**config.mk**
```make
export PLATFORM = sky130hd
export DESIGN_NAME = rf_access_ctrl
export DESIGN_NICKNAME = d
export VERILOG_FILES = /design/src/rtl/rf_ctrl_pkg.sv /design/src/rtl/rf_access_ctrl.sv
export SDC_FILE = /design/constraint.sdc
export NUM_CORES = 1
export LEC_CHECK = 0
export ABC_AREA = 1
export BUFFER_PORTS_ARGS = -buffer_cell sky130_fd_sc_hd__buf_2
export CAP_MARGIN = 20
export CORE_MARGIN = 2
export CORE_UTILIZATION = 43
export CTS_CLUSTER_DIAMETER = 30
export DETAILED_ROUTE_END_ITERATION = 12
export GPL_ROUTABILITY_DRIVEN = 0
export PLACE_DENSITY_LB_ADDON = 0.25
export SLEW_MARGIN = 20
export SYNTH_ARGS = -nofsm -noshare
export SYNTH_HDL_FRONTEND = slang
export SYNTH_SLANG_ARGS = --single-unit
```
**constraint.sdc**
```tcl
create_clock -name clk -period 1.7 [get_ports clk]
set_input_delay 0.085 -clock clk [delete_from_list [all_inputs] [get_ports clk]]
set_output_delay 0.085 -clock clk [all_outputs]
set_load 0.005 [all_outputs]
```
**src/rtl/rf_ctrl_pkg.sv**
```systemverilog
// Shared types and constants for the register-file access controller:
// sequencer states and the preload table contents.
package rf_ctrl_pkg;

  typedef enum logic [2:0] {
    CLEAR,
    PRELOAD,
    RUN,
    DBG_RD,
    DBG_RESP
  } state_t;

  localparam logic [31:0] SP_INIT   = 32'h0000_0FFF;
  localparam logic [31:0] PAT_BASE  = 32'h0000_0400;
  localparam logic [31:0] NEXT_BASE = 32'h0000_0800;
  localparam logic [31:0] STR_BASE  = 32'h0000_0000;

  localparam logic [4:0] REG_ZERO = 5'd0;
  localparam logic [4:0] REG_STR  = 5'd5;
  localparam logic [4:0] REG_PAT  = 5'd7;
  localparam logic [4:0] REG_NEXT = 5'd11;
  localparam logic [4:0] REG_SP   = 5'd29;
  localparam logic [4:0] REG_LAST = 5'd31;

  function automatic state_t init_state(input bit clear_en, input bit preload_en);
    if (clear_en)   return CLEAR;
    if (preload_en) return PRELOAD;
    return RUN;
  endfunction

endpackage

```
**src/rtl/rf_access_ctrl.sv**
```systemverilog
// Register-file write-port arbiter and init sequencer: clears/preloads the
// register file after reset, then shares the write port and read port 2
// between pipeline write-back and the UART debug requester.
module rf_access_ctrl
  import rf_ctrl_pkg::*;
#(
  parameter bit          CLEAR_ON_INIT = 1'b1,
  parameter bit          PRELOAD_EN    = 1'b1,
  parameter int unsigned STARVE_LIMIT  = 8
) (
  input  logic        clk,
  input  logic        reset,
  input  logic        wb_we,
  input  logic [4:0]  wb_addr,
  input  logic [31:0] wb_data,
  input  logic        dbg_req,
  input  logic        dbg_wr,
  input  logic [4:0]  dbg_addr,
  input  logic [31:0] dbg_wdata,
  output logic        dbg_ack,
  output logic [31:0] dbg_rdata,
  output logic        rf_we,
  output logic [4:0]  rf_waddr,
  output logic [31:0] rf_wdata,
  output logic        rf_rsel,
  output logic [4:0]  rf_raddr,
  input  logic [31:0] rf_rdata,
  output logic        cpu_hold,
  output logic        init_done
);

  localparam int unsigned SW = $clog2(STARVE_LIMIT + 1);
  localparam logic [SW-1:0] STARVE_MAX = SW'(STARVE_LIMIT);
  localparam logic INIT_HOLD = CLEAR_ON_INIT | PRELOAD_EN;

  state_t        state, state_nx;
  logic [4:0]    idx;
  logic [1:0]    pidx;
  logic [SW-1:0] starve, starve_nx;
  logic          wb_valid, dbg_wr_pend, dbg_rd_pend, dbg_grant;

  assign rf_raddr = dbg_addr;

  always_comb begin
    wb_valid    = wb_we && (wb_addr != REG_ZERO);
    // dbg_req is ignored while the ack pulse is out so a held request is not re-serviced.
    dbg_wr_pend = dbg_req && dbg_wr && !dbg_ack;
    dbg_rd_pend = dbg_req && !dbg_wr && !dbg_ack;
    dbg_grant   = (state == RUN) && dbg_wr_pend && !wb_valid;

    starve_nx = '0;
    if ((state == RUN) && dbg_wr_pend && wb_valid)
      starve_nx = (starve == STARVE_MAX) ? starve : starve + SW'(1);

    rf_we    = 1'b0;
    rf_waddr = REG_ZERO;
    rf_wdata = '0;
    state_nx = state;
    case (state)
      CLEAR: begin
        rf_we    = 1'b1;
        rf_waddr = idx;
        if (idx == REG_LAST) begin
          if (PRELOAD_EN) state_nx = PRELOAD;
          else            state_nx = RUN;
        end
      end
      PRELOAD: begin
        rf_we = 1'b1;
        case (pidx)
          2'd0: begin rf_waddr = REG_STR;  rf_wdata = STR_BASE;  end
          2'd1: begin rf_waddr = REG_PAT;  rf_wdata = PAT_BASE;  end
          2'd2: begin rf_waddr = REG_NEXT; rf_wdata = NEXT_BASE; end
          default: begin rf_waddr = REG_SP; rf_wdata = SP_INIT; end
        endcase
        if (pidx == 2'd3) state_nx = RUN;
      end
      default: begin
        // WB forwarding stays live in RUN, DBG_RD and DBG_RESP.
        if (wb_valid) begin
          rf_we    = 1'b1;
          rf_waddr = wb_addr;
          rf_wdata = wb_data;
        end else if (dbg_grant) begin
          rf_we    = (dbg_addr != REG_ZERO);
          rf_waddr = dbg_addr;
          rf_wdata = dbg_wdata;
        end
        case (state)
          RUN:     if (dbg_rd_pend) state_nx = DBG_RD;
          DBG_RD:  state_nx = DBG_RESP;
          default: state_nx = RUN;
        endcase
      end
    endcase
    // Keep the write port quiet while reset is held even though state is already the init state.
    if (!reset) rf_we = 1'b0;
  end

  always_ff @(posedge clk or negedge reset) begin
    if (!reset) begin
      state     <= init_state(CLEAR_ON_INIT, PRELOAD_EN);
      idx       <= 5'd1;
      pidx      <= '0;
      starve    <= '0;
      dbg_ack   <= 1'b0;
      dbg_rdata <= '0;
      init_done <= 1'b0;
      rf_rsel   <= 1'b0;
      cpu_hold  <= INIT_HOLD;
    end else begin
      state  <= state_nx;
      starve <= starve_nx;
      if (state == CLEAR)   idx  <= (idx == REG_LAST) ? 5'd1 : idx + 5'd1;
      if (state == PRELOAD) pidx <= pidx + 2'd1;
      if (state == DBG_RD)  dbg_rdata <= rf_rdata;
      dbg_ack   <= dbg_grant || (state == DBG_RD);
      init_done <= state_nx inside {RUN, DBG_RD, DBG_RESP};
      rf_rsel   <= (state_nx == DBG_RD);
      cpu_hold  <= (state_nx inside {CLEAR, PRELOAD, DBG_RD}) || (starve_nx == STARVE_MAX);
    end
  end

endmodule
```
==> results of run 1 <==
synth_stat cells, types with 2 or more instances:
cell type / instances / share of area
sky130_fd_sc_hd__a21oi_1: 26 / 0.043
sky130_fd_sc_hd__buf_2: 14 / 0.023
sky130_fd_sc_hd__buf_4: 8 / 0.020
sky130_fd_sc_hd__buf_6: 3 / 0.011
sky130_fd_sc_hd__clkbuf_1: 4 / 0.0050
sky130_fd_sc_hd__dfrtp_1: 48 / 0.40
sky130_fd_sc_hd__dfstp_2: 2 / 0.017
sky130_fd_sc_hd__ha_1: 8 / 0.033
sky130_fd_sc_hd__inv_1: 25 / 0.031
sky130_fd_sc_hd__inv_2: 2 / 0.0025
sky130_fd_sc_hd__nand2_1: 194 / 0.24
sky130_fd_sc_hd__nand2_2: 5 / 0.010
sky130_fd_sc_hd__nand3_1: 54 / 0.089
sky130_fd_sc_hd__nor2_1: 14 / 0.017
sky130_fd_sc_hd__nor3_1: 2 / 0.0033
sky130_fd_sc_hd__o21ai_0: 8 / 0.013
sky130_fd_sc_hd__xor2_1: 3 / 0.0087
layer usage:
layer / vias up / part of all wire / GRT usage
met1: 1642 / 0.38 / 0.274
met3: 15 / 0.073 / 0.0528
li1: 1803 / - / -
met4: 0 / 0.016 / 0.0741
met2: 150 / 0.53 / 0.456
met5: - / 0 / 0
area by class of cell:
| cell class | count | area share |
|---|---|---|
| Multi-Input combinational cell | 325 | 0.333 |
| Clock buffer | 6 | 0.0157 |
| Clock inverter | 2 | 0.00298 |
| Inverter | 28 | 0.0247 |
| Sequential cell | 50 | 0.272 |
| Timing Repair Buffer | 242 | 0.324 |
| Timing Repair inverter | 1 | 0.00108 |
| Tap cell | 96 | 0.0260 |
final timing paths:
kind | to | depth (start not counted) | start | slack, ps
min reg2reg | dbg_rdata[18] | 2 | dbg_rdata[18] | 470
max reg2reg | idx[2] | 7 | idx[0] | 250
max in group asynchronous | state[2] | 3 | reset | 770
max | rf_wdata[25] | 8 | state[2] | -150
min | dbg_rdata[16] | 3 | rf_rdata[16] | 3
min in group asynchronous | idx[3] | 3 | reset | 490
critical path, delay by kind of cell (launching register included):
family | cells | cell delay, ps
buffers and inverters | 3 | 410
flip-flops | 1 | 440
AO/OA/AOI/OAI | 1 | 150
AND/OR/NAND/NOR | 4 | 450
kinds of logic (layout without fill, tap and decap cells):
logic type,Yosys count,in the layout
XOR/XNOR,3,3
AND/OR/NAND/NOR,276,276
AO/OA/AOI/OAI,38,38
adder cells (fa/ha/maj),8,8
flip-flops,50,50
buffers and inverters,57,279
power groups by stage:
| stage | sequential, mW | combinational (mW) | clock, mW |
|---|---|---|---|
| after floorplan | 2.09 | 1.73 | 0 |
| after CTS | 2.08 | 3.22 | 0.710 |
| after detailed placement | 2.09 | 2.95 | 0 |
| final | 2.08 | 3.42 | 0.686 |
| after global routing | 2.14 | 3.83 | 0.759 |
| after global placement | 2.08 | 2.88 | 0 |
timing repair:
item,in CTS,in global routing
pin swaps,0,9
resized for setup,6,18
gates cloned,3,2
buffers inserted,4,7
endpoints found under the hold margin,79,0
hold buffers,32,0
endpoints found under the setup margin,38,38
registers in the layout, indices dropped and copies added (netlist names):
signal     cells
dbg_rdata     32
idx            5
starve         4
state          3
pidx           2
cpu_hold       1
dbg_ack        1
init_done      1
rf_rsel        1
==> results_tabular.tex, run 1 <==
\begin{tabular}{lr}
\hline
Metric & Value \\
\hline
\multicolumn{2}{l}{\textbf{Outcome}} \\
\quad Run status & finished with violations \\
\quad Violations in the final reports & setup timing \\
\multicolumn{2}{l}{\textbf{Final layout}} \\
\quad Post-route cell area & $\sim$0.0046 mm\^{}2 \\
\quad Post-Route Utilization & 0.679 \\
\quad Post-layout instance count excluding filler cells & 750 \\
\quad Multi-input combinational cell area & 0.00154 mm\^{}2 \\
\quad Commonest non-fill, non-tap cells in the layout & sky130\_fd\_sc\_hd\_\_nand2\_1, sky130\_fd\_sc\_hd\_\_buf\_2, sky130\_fd\_sc\_hd\_\_nand3\_1 \\
\quad Area used by sequential logic in the layout & roughly 0.0013 mm\^{}2 \\
\quad Filler Cell Count & between 500 and 600 \\
\quad Nets & 772 \\
\quad Proportion of layout cells with a drive suffix above 1 & 0.375 \\
\quad P\&R area growth vs syn & 52.7\% \\
\quad Number of diodes added for antenna fixing & 0 \\
\quad Most common library cell in the layout ignoring fill and taps & sky130\_fd\_sc\_hd\_\_nand2\_1 \\
\multicolumn{2}{l}{\textbf{Synth}} \\
\quad Post-synth EDFFs & 0 \\
\quad Share of synthesized area spent on multiplexers & 0 \\
\quad Number of flip-flops and latches in the synthesized netlist & 50 \\
\quad Cell area after synthesis & 0.00302 mm\^{}2 \\
\quad Post-synthesis adder-cell area fraction & 0.0331 \\
\quad Synth Area in Compound Gates & 0.0658 \\
\quad Syn\_area\_per\_cell & 6.99 um\^{}2 \\
\quad Post-synth top flop & sky130\_fd\_sc\_hd\_\_dfrtp\_1 \\
\quad Synthesis Warnings & 0 \\
\quad Count of unique library cells instantiated by Yosys & 29 \\
\quad Fraction of registers with async set/reset & 1.00 \\
\quad Simple-gate portion of the synthesized area & 0.383 \\
\quad Syn nets & 551 \\
\quad Share of the synthesized netlist area taken by xor and xnor gates & 0.00870 \\
\quad Synthesized instance count & about 430 \\
\quad Fraction of the yosys area taken by sequential cells & 0.415 \\
\quad Largest family of logic cells by synthesized area & simple AND/OR/NAND/NOR gates \\
\multicolumn{2}{l}{\textbf{STA}} \\
\quad Hold slack final & approximately 2.6 ps \\
\quad Max Clock Freq & roughly 0.54 GHz \\
\quad Fin crit share & 1.09 \\
\quad Number of max-slew violations in the final report & 0 \\
\quad Final critical path time including I/O delays and setup & 1850 ps \\
\quad Worst-Margin Slew & slightly above 600 ps \\
\quad Worst-case setup margin in the final layout & -147 ps \\
\quad Final TNS setup & -3260 ps \\
\quad Headroom to the max-slew limit & 0.587 \\
\quad Number of failing setup endpoints in the final timing report & 38 \\
\quad Fin Clk Skew & 5.07 ps \\
\quad RSZ-0062 raised after global routing & yes \\
\quad Hold Vio Cnt, Final & 0 \\
\multicolumn{2}{l}{\textbf{Setup path}} \\
\quad Maximum fanout along the worst path & 4 \\
\quad Data required time of the worst path & roughly 1600 ps \\
\quad Slowest cell delay on critical path & 440 ps \\
\quad Cell-by-cell listing of the critical path & nor2\_4 > nand2\_2 > nor2\_4 > buf\_6 > clkbuf\_16 > nand3\_1 > a21oi\_1 > buf\_2 \\
\quad Type of element capturing the critical path & output pin \\
\quad Critical Path Start Type & flip-flop \\
\quad Worst endpoint data arrival time & 1760 ps \\
\quad Worst-path cell with the longest stage delay & sky130\_fd\_sc\_hd\_\_dfrtp\_2 \\
\quad Crit-path most repeated cell & sky130\_fd\_sc\_hd\_\_nor2\_4 \\
\quad Worst setup path class & flip-flop to output pin \\
\multicolumn{2}{l}{\textbf{Pwr}} \\
\quad Comb pwr share & 0.553 \\
\quad Internal power consumption & 3.53 mW \\
\quad Final total power & 6.19 mW \\
\quad Share of total power in the clock network & 0.111 \\
\quad Switching power share of the total & 0.430 \\
\quad Sequential share of power & 0.336 \\
\quad Power density cells & 1340 mW/mm\^{}2 \\
\quad Leakage dissipation & around 2.6 nW \\
\quad Net Switching & 2.66 mW \\
\quad Maximum VDD drop & slightly above 900 uV \\
\multicolumn{2}{l}{\textbf{Job}} \\
\quad Max-cap violations & 0 \\
\multicolumn{2}{l}{\textbf{Drt}} \\
\quad Wire length per cell & 13.5 um \\
\quad Avg Vias per Cell & 4.81 \\
\quad Detailed-router iteration count before antenna repair & 4 \\
\quad DRC viols & 0 \\
\quad Routed WL & 10,100 um \\
\quad Vias post-DR & 3,610 \\
\quad Drt first-iter violations & 171 \\
\quad Antenna viol nets, final & 0 \\
\multicolumn{2}{l}{\textbf{Floorplanning}} \\
\quad Placement row count & 30 \\
\quad Die width & 87.8 um \\
\quad Number of top-level design ports & 190 \\
\quad Die Span Y & roughly 88 um \\
\quad CORE AREA & 0.00679 mm\^{}2 \\
\quad Area of the die & between 0.007 and 0.008 mm\^{}2 \\
\quad Starting density of the core & 0.445 \\
\multicolumn{2}{l}{\textbf{Clocking}} \\
\quad Clock tree from TritonCTS & yes \\
\quad Clock sink count & 50 \\
\quad Number of H-tree levels & 2 \\
\quad Buffer cell driving the clock tree root & sky130\_fd\_sc\_hd\_\_clkbuf\_8 \\
\quad Clock input transition at the sequential cells of the worst setup and hold paths & 90 ps \\
\quad Clock latency of the later-clocked register in the worst-skew pair & 300 ps \\
\quad Buffer levels on the longest clock path & 2 \\
\quad Number of buffers created by CTS & 5 \\
\multicolumn{2}{l}{\textbf{Placed design}} \\
\quad Cell area after placement & 0.00399 mm\^{}2 \\
\quad Cell Count Post-Placement & 697 \\
\quad Port buffer count & about 190 \\
\quad Estimated wirelength of the detail-placed design & 7040 um \\
\quad Worst slack after detailed placement & 161 ps \\
\multicolumn{2}{l}{\textbf{Global route}} \\
\quad Number of antenna violations at the first check in global routing & 0 \\
\quad Total global routing track utilization & 0.243 \\
\quad Gr ovfl total & 0 \\
\quad Pin count of the biggest net entering global routing & around 50 \\
\quad Number of global-route vias before repair & 3,267 \\
\quad First-pass GRT wire length & 14,900 um \\
\multicolumn{2}{l}{\textbf{Min path}} \\
\quad Hold crit path type & input pin to flip-flop \\
\hline
\end{tabular}
(Power assumes the default switching activity.)
==> run 2, diff against run 1 <==
- MAX_ROUTING_LAYER: unset -> met4
==> results_tabular.tex, run 2 (same netlist as run 1, synthesis figures left out) <==
\begin{tabular}{lr}
\hline
Metric & Value \\
\hline
\multicolumn{2}{l}{\textbf{Final layout}} \\
\quad Number of diodes added for antenna fixing & 0 \\
\quad Area used by sequential logic in the layout & 0.00125 mm\^{}2 \\
\quad Nets & a little under 800 \\
\quad Commonest non-fill, non-tap cells in the layout & sky130\_fd\_sc\_hd\_\_nand2\_1, sky130\_fd\_sc\_hd\_\_buf\_2, sky130\_fd\_sc\_hd\_\_nand3\_1 \\
\quad Largest register FFs & 32 \\
\quad Post-layout instance count excluding filler cells & 750 \\
\quad Largest register by flop count & dbg\_rdata \\
\quad Filler Cell Count & $\sim$570 \\
\quad Most common library cell in the layout ignoring fill and taps & sky130\_fd\_sc\_hd\_\_nand2\_1 \\
\quad Registers with the most flip-flops & dbg\_rdata: 32 flops, idx: 5 flops, starve: 4 flops \\
\quad P\&R area growth vs syn & 52.7\% \\
\quad Post-route cell area & 0.00461 mm\^{}2 \\
\quad Proportion of layout cells with a drive suffix above 1 & 0.375 \\
\quad Multi-input combinational cell area & 0.00154 mm\^{}2 \\
\multicolumn{2}{l}{\textbf{STA}} \\
\quad RSZ-0062 raised after global routing & yes \\
\quad Worst-Margin Slew & 619 ps \\
\quad Final TNS setup & -3350 ps \\
\quad Number of max-slew violations in the final report & 0 \\
\quad Number of failing setup endpoints in the final timing report & 38 \\
\quad Final critical path time including I/O delays and setup & about 1800 ps \\
\quad Fin Clk Skew & 6.67 ps \\
\quad Worst-case setup margin in the final layout & -150 ps \\
\quad Max Clock Freq & 0.541 GHz \\
\quad Hold Vio Cnt, Final & 0 \\
\quad Headroom to the max-slew limit & 0.587 \\
\quad Fin crit share & 1.09 \\
\multicolumn{2}{l}{\textbf{Global route}} \\
\quad Gr ovfl total & 0 \\
\quad Number of antenna violations at the first check in global routing & 0 \\
\quad Met2 global-route usage & 0.457 \\
\quad Met1 Use GR & 0.277 \\
\quad Number of global-route vias before repair & 3,266 \\
\quad Total global routing track utilization & 0.251 \\
\quad First-pass GRT wire length & roughly 15,000 um \\
\quad GR peak layer & met2 \\
\quad GRT met3 Usage & 0.0452 \\
\quad Pin count of the biggest net entering global routing & 51 \\
\multicolumn{2}{l}{\textbf{Floorplanning}} \\
\quad Placement row count & 30 \\
\quad Die width & 87.8 um \\
\quad Die Span Y & 87.8 um \\
\quad Starting density of the core & 0.445 \\
\quad Area of the die & 0.00771 mm\^{}2 \\
\quad Number of top-level design ports & 190 \\
\quad CORE AREA & 0.00679 mm\^{}2 \\
\multicolumn{2}{l}{\textbf{Drt}} \\
\quad Detailed-router iteration count before antenna repair & 4 \\
\quad DRC viols & 0 \\
\quad Drt first-iter violations & about 180 \\
\quad Wire length per cell & between 10 and 15 um \\
\quad Vias post-DR & 3,624 \\
\quad Antenna viol nets, final & 0 \\
\quad Avg Vias per Cell & 4.83 \\
\quad Routed WL & 10,100 um \\
\multicolumn{2}{l}{\textbf{Setup path}} \\
\quad Worst endpoint data arrival time & about 1800 ps \\
\quad Critical Path Start Type & flip-flop \\
\quad Data required time of the worst path & 1620 ps \\
\quad Worst setup path class & flip-flop to output pin \\
\quad Type of element capturing the critical path & output pin \\
\quad Maximum fanout along the worst path & 4 \\
\multicolumn{2}{l}{\textbf{Clocking}} \\
\quad Number of buffers created by CTS & 5 \\
\quad Buffer cell driving the clock tree root & sky130\_fd\_sc\_hd\_\_clkbuf\_8 \\
\quad Buffer levels on the longest clock path & 2 \\
\quad Clock tree from TritonCTS & yes \\
\quad Clock latency of the later-clocked register in the worst-skew pair & 300 ps \\
\quad Clock sink count & 50 \\
\quad Number of H-tree levels & 2 \\
\quad Clock input transition at the sequential cells of the worst setup and hold paths & 90 ps \\
\multicolumn{2}{l}{\textbf{Placed design}} \\
\quad Port buffer count & 189 \\
\quad Cell Count Post-Placement & 697 \\
\quad Cell area after placement & approximately 0.004 mm\^{}2 \\
\quad Worst slack after detailed placement & 161 ps \\
\quad Estimated wirelength of the detail-placed design & 7040 um \\
\multicolumn{2}{l}{\textbf{Outcome}} \\
\quad Violations in the final reports & setup timing \\
\quad Run status & finished with violations \\
\multicolumn{2}{l}{\textbf{Job}} \\
\quad Max-cap violations & 0 \\
\multicolumn{2}{l}{\textbf{Pwr}} \\
\quad Maximum VDD drop & 930 uV \\
\quad Leakage dissipation & 2.65 nW \\
\quad Final total power & 6.20 mW \\
\quad Power density cells & 1340 mW/mm\^{}2 \\
\multicolumn{2}{l}{\textbf{Min path}} \\
\quad Hold crit path type & input pin to flip-flop \\
\hline
\end{tabular}
run 2: power breakdown:
part	internal, mW	switching, mW	leakage (nW)	total [mW]
combinational	1.49	1.94	1.98	3.43
sequential	1.74	0.339	0.617	2.08
clock	0.294	0.391	0.0456	0.685
run 2: through the flow:
step           utilization  hold slack (ps)
4_1_cts              0.666            0.200
5_1_grt              0.679             28.0
3_3_place_gp         0.587              243
3_5_place_dp         0.587              248
2_1_floorplan            -             -211
6_report             0.679             5.03
run 2: path summary, 6_finish.rpt:
path                                from             to  slack, ps  depth (start not counted)
max                             state[2]   rf_wdata[25]       -150                          8
max reg2reg                       idx[0]         idx[2]        250                          7
max in group asynchronous          reset       state[2]        770                          3
min                         rf_rdata[16]  dbg_rdata[16]          5                          3
min in group asynchronous          reset         idx[3]        490                          3
min reg2reg                dbg_rdata[18]  dbg_rdata[18]        470                          2
run 2: layout make-up:
cell class / count / area share
clock buffer: 6 / 0.0157
clock inverter: 2 / 0.00298
inverter: 28 / 0.0247
multi-input combinational: 325 / 0.333
sequential: 50 / 0.272
tap: 96 / 0.0260
timing repair buffer: 242 / 0.324
timing repair inverter: 1 / 0.00108
run 2: what timing repair did:
item / 4_1_cts / 5_1_grt
endpoints found under the hold margin: 79 / 0
pin swaps: 0 / 9
setup buffers: 4 / 7
gates resized for setup: 6 / 18
gates cloned: 3 / 2
endpoints found under the setup margin: 38 / 38
hold buffers: 32 / 0
run 2: metal layers:
layer	vias up	wire, um
li1	1803	-
met1	1657	3920
met2	150	5390
met3	14	688
met4	0	136
met5	-	0
run 2: critical path: stages, from the launching register on:
cell,delay (ps)
sky130_fd_sc_hd__dfrtp_2,440
sky130_fd_sc_hd__nor2_4,120
sky130_fd_sc_hd__nand2_2,80
sky130_fd_sc_hd__nor2_4,180
sky130_fd_sc_hd__buf_6,150
sky130_fd_sc_hd__clkbuf_16,130
sky130_fd_sc_hd__nand3_1,70
sky130_fd_sc_hd__a21oi_1,150
sky130_fd_sc_hd__buf_2,130
==> run 3, diff against run 2 <==
- CORE_UTILIZATION: 43 -> 44
- CTS_BUF_LIST: unset -> sky130_fd_sc_hd__clkbuf_8
- PLACE_DENSITY: unset -> 0.9
- PLACE_DENSITY_LB_ADDON: 0.25 -> unset
==> results_tabular.tex, run 3 (same netlist as run 1, synthesis figures left out) <==
\begin{tabular}{lr}
\hline
Metric & Value \\
\hline
\multicolumn{2}{l}{\textbf{Final layout}} \\
\quad Commonest non-fill, non-tap cells in the layout & sky130\_fd\_sc\_hd\_\_nand2\_1, sky130\_fd\_sc\_hd\_\_buf\_2, sky130\_fd\_sc\_hd\_\_nand3\_1 \\
\quad Most common library cell in the layout ignoring fill and taps & sky130\_fd\_sc\_hd\_\_nand2\_1 \\
\quad Post-route cell area & around 0.0048 mm\^{}2 \\
\quad Filler Cell Count & 494 \\
\quad Nets & approximately 780 \\
\quad Largest register FFs & 32 \\
\quad Registers with the most flip-flops & dbg\_rdata: 32 flops, idx: 5 flops, starve: 4 flops \\
\quad P\&R area growth vs syn & 57.6\% \\
\quad Largest register by flop count & dbg\_rdata \\
\quad Number of diodes added for antenna fixing & 0 \\
\quad Proportion of layout cells with a drive suffix above 1 & 0.397 \\
\multicolumn{2}{l}{\textbf{Clocking}} \\
\quad Clock tree from TritonCTS & yes \\
\quad Buffer cell driving the clock tree root & sky130\_fd\_sc\_hd\_\_clkbuf\_8 \\
\quad Clock sink count & 50 \\
\quad Buffer levels on the longest clock path & 2 \\
\quad Clock latency of the later-clocked register in the worst-skew pair & around 310 ps \\
\quad Number of buffers created by CTS & 5 \\
\quad Number of H-tree levels & 2 \\
\quad Clock input transition at the sequential cells of the worst setup and hold paths & approximately 90 ps \\
\multicolumn{2}{l}{\textbf{STA}} \\
\quad Final critical path time including I/O delays and setup & 1900 ps \\
\quad RSZ-0062 raised after global routing & yes \\
\quad Headroom to the max-slew limit & 0.583 \\
\quad Fin crit share & 1.12 \\
\quad Hold Vio Cnt, Final & 0 \\
\quad Worst-case setup margin in the final layout & -201 ps \\
\quad Number of failing setup endpoints in the final timing report & 38 \\
\quad Final TNS setup & -3400 ps \\
\quad Worst-Margin Slew & 625 ps \\
\quad Max Clock Freq & roughly 0.53 GHz \\
\quad Hold slack final & around 19 ps \\
\quad Number of max-slew violations in the final report & 0 \\
\quad Fin Clk Skew & approximately 5 ps \\
\multicolumn{2}{l}{\textbf{Setup path}} \\
\quad Type of element capturing the critical path & output pin \\
\quad Crit-path most repeated cell & sky130\_fd\_sc\_hd\_\_nor2\_4 \\
\quad Cell-by-cell listing of the critical path & nor2\_4 > nand2\_2 > nor2\_4 > buf\_6 > buf\_16 > nand3\_1 > a21oi\_2 > buf\_2 \\
\quad Worst-path cell with the longest stage delay & sky130\_fd\_sc\_hd\_\_dfrtp\_2 \\
\quad Flop-to-flop setup slack & 140 ps \\
\quad Data required time of the worst path & 1620 ps \\
\quad Worst setup path class & flip-flop to output pin \\
\quad Maximum fanout along the worst path & 9 \\
\quad Critical Path Start Type & flip-flop \\
\quad Worst endpoint data arrival time & between 1500 and 2000 ps \\
\quad FF-to-FF Start & state[2] \\
\quad Worst Reg-to-Reg Cells & 6 \\
\quad Capturing point of the worst reg2reg path & dbg\_rdata[4] \\
\quad Slowest cell delay on critical path & 450 ps \\
\multicolumn{2}{l}{\textbf{Placed design}} \\
\quad Estimated wirelength of the detail-placed design & 6790 um \\
\quad Port buffer count & 189 \\
\quad Worst slack after detailed placement & 151 ps \\
\quad Cell area after placement & roughly 0.0040 mm\^{}2 \\
\multicolumn{2}{l}{\textbf{Job}} \\
\quad Max-cap violations & 0 \\
\multicolumn{2}{l}{\textbf{Drt}} \\
\quad Met2 wirelength from detailed routing & 5610 um \\
\quad Routed length on met3 & 1050 um \\
\quad Detailed-router iteration count before antenna repair & 5 \\
\quad Drt first-iter violations & 185 \\
\quad Wire length per cell & between 15 and 20 um \\
\quad Vias post-DR & 3,889 \\
\quad Avg Vias per Cell & between 5 and 6 \\
\quad WL met1 & 4210 um \\
\quad DRC viols & 0 \\
\quad Top routing layer in use & met4 \\
\quad Antenna viol nets, final & 0 \\
\quad Routed WL & 11,300 um \\
\multicolumn{2}{l}{\textbf{Floorplanning}} \\
\quad Die width & 86.9 um \\
\quad Area of the die & 0.00755 mm\^{}2 \\
\quad Number of top-level design ports & 190 \\
\quad Die Span Y & between 80 and 90 um \\
\quad Placement row count & 30 \\
\quad CORE AREA & 0.00672 mm\^{}2 \\
\quad Starting density of the core & 0.450 \\
\multicolumn{2}{l}{\textbf{Pwr}} \\
\quad Net Switching & 2.88 mW \\
\quad Power density cells & 1410 mW/mm\^{}2 \\
\quad Share of total power in the clock network & 0.127 \\
\quad Leakage dissipation & 2.70 nW \\
\quad Sequential share of power & 0.312 \\
\quad Comb pwr share & 0.560 \\
\quad Switching power share of the total & 0.430 \\
\quad Internal power consumption & 3.83 mW \\
\quad Maximum VDD drop & 1040 uV \\
\multicolumn{2}{l}{\textbf{Global route}} \\
\quad Pin count of the biggest net entering global routing & 51 \\
\quad Gr ovfl total & 0 \\
\quad Number of global-route vias before repair & 3,574 \\
\quad Number of antenna violations at the first check in global routing & 0 \\
\quad Total global routing track utilization & 0.287 \\
\quad First-pass GRT wire length & approximately 17,000 um \\
\multicolumn{2}{l}{\textbf{Min path}} \\
\quad Hold crit path type & input pin to flip-flop \\
\quad Hold Crit Start & dbg\_wr \\
\quad Worst Hold Path EP & rf\_rsel \\
\quad Depth of the worst hold-timing path & 2 \\
\multicolumn{2}{l}{\textbf{Outcome}} \\
\quad Run status & finished with violations \\
\quad Violations in the final reports & setup timing \\
\hline
\end{tabular}
-- run 3: cell count changes in the layout (fill, tap and decap cells not counted), moves of 2 or more --
cell,delta
sky130_fd_sc_hd__nand3_2,+3
sky130_fd_sc_hd__nand3_1,-4
sky130_fd_sc_hd__clkinvlp_4,+2
sky130_fd_sc_hd__a21oi_1,-8
sky130_fd_sc_hd__nand2_2,-3
sky130_fd_sc_hd__a21oi_2,+8
sky130_fd_sc_hd__inv_2,-2
sky130_fd_sc_hd__buf_12,+2
sky130_fd_sc_hd__buf_4,+2
sky130_fd_sc_hd__nand2_4,+3
-- run 3: stage by stage --
step	power, mW	util	std cells
floorplan	3.82	-	432
global placement	4.90	0.590	679
detailed placement	5.03	0.590	679
CTS	6.26	0.686	733
global route	7.20	0.709	738
finish	6.71	0.709	738
-- run 3: power groups by stage --
stage	clock, mW	sequential (mW)	combinational [mW]
3_3_place_gp	0	2.06	2.83
6_report	0.854	2.10	3.76
3_5_place_dp	0	2.08	2.95
2_1_floorplan	0	2.09	1.73
5_1_grt	0.923	2.16	4.12
4_1_cts	0.862	2.07	3.32
-- run 3: worst max path at each step --
| stage | cells past startpoint | end | start |
|---|---|---|---|
| floorplan | 7 | idx[2] | idx[0] |
| global placement | 9 | rf_waddr[4] | state[0] |
| detailed placement | 9 | rf_waddr[4] | state[0] |
| CTS | 9 | rf_waddr[1] | state[2] |
| global route | 8 | rf_wdata[29] | state[0] |
| finish | 8 | rf_wdata[29] | state[0] |
-- run 3: metal layers --
layer  up-vias  track usage
met4         0        0.111
met2       274        0.486
met1      1752        0.332
met3        56       0.0626
li1       1807            -
met5         -            -
-- run 3: layout make-up --
type / count / area (um^2) / area share
clock buffer: 5 / 68.8 / 0.0144
clock inverter: 3 / 45.0 / 0.00946
inverter: 28 / 116 / 0.0244
multi-input combinational: 325 / 1600 / 0.336
sequential: 50 / 1260 / 0.264
tap: 80 / 100 / 0.0210
timing repair buffer: 247 / 1580 / 0.331
-- run 3: worst max-delay path, delay by kind of cell (launching register included) --
kind	cells	cell delay (ps)
flops	1	450
buf+inv	3	430
compound gates	1	180
simple gates	4	450
-- run 3: what timing repair did --
item / CTS / global route
hold endpoints to repair: 80 / 0
cloned: 3 / 1
buffers inserted: 10 / 5
pin swaps: 4 / 10
hold buffers: 33 / 0
endpoints found under the setup margin: 38 / 38
resized for setup: 14 / 28
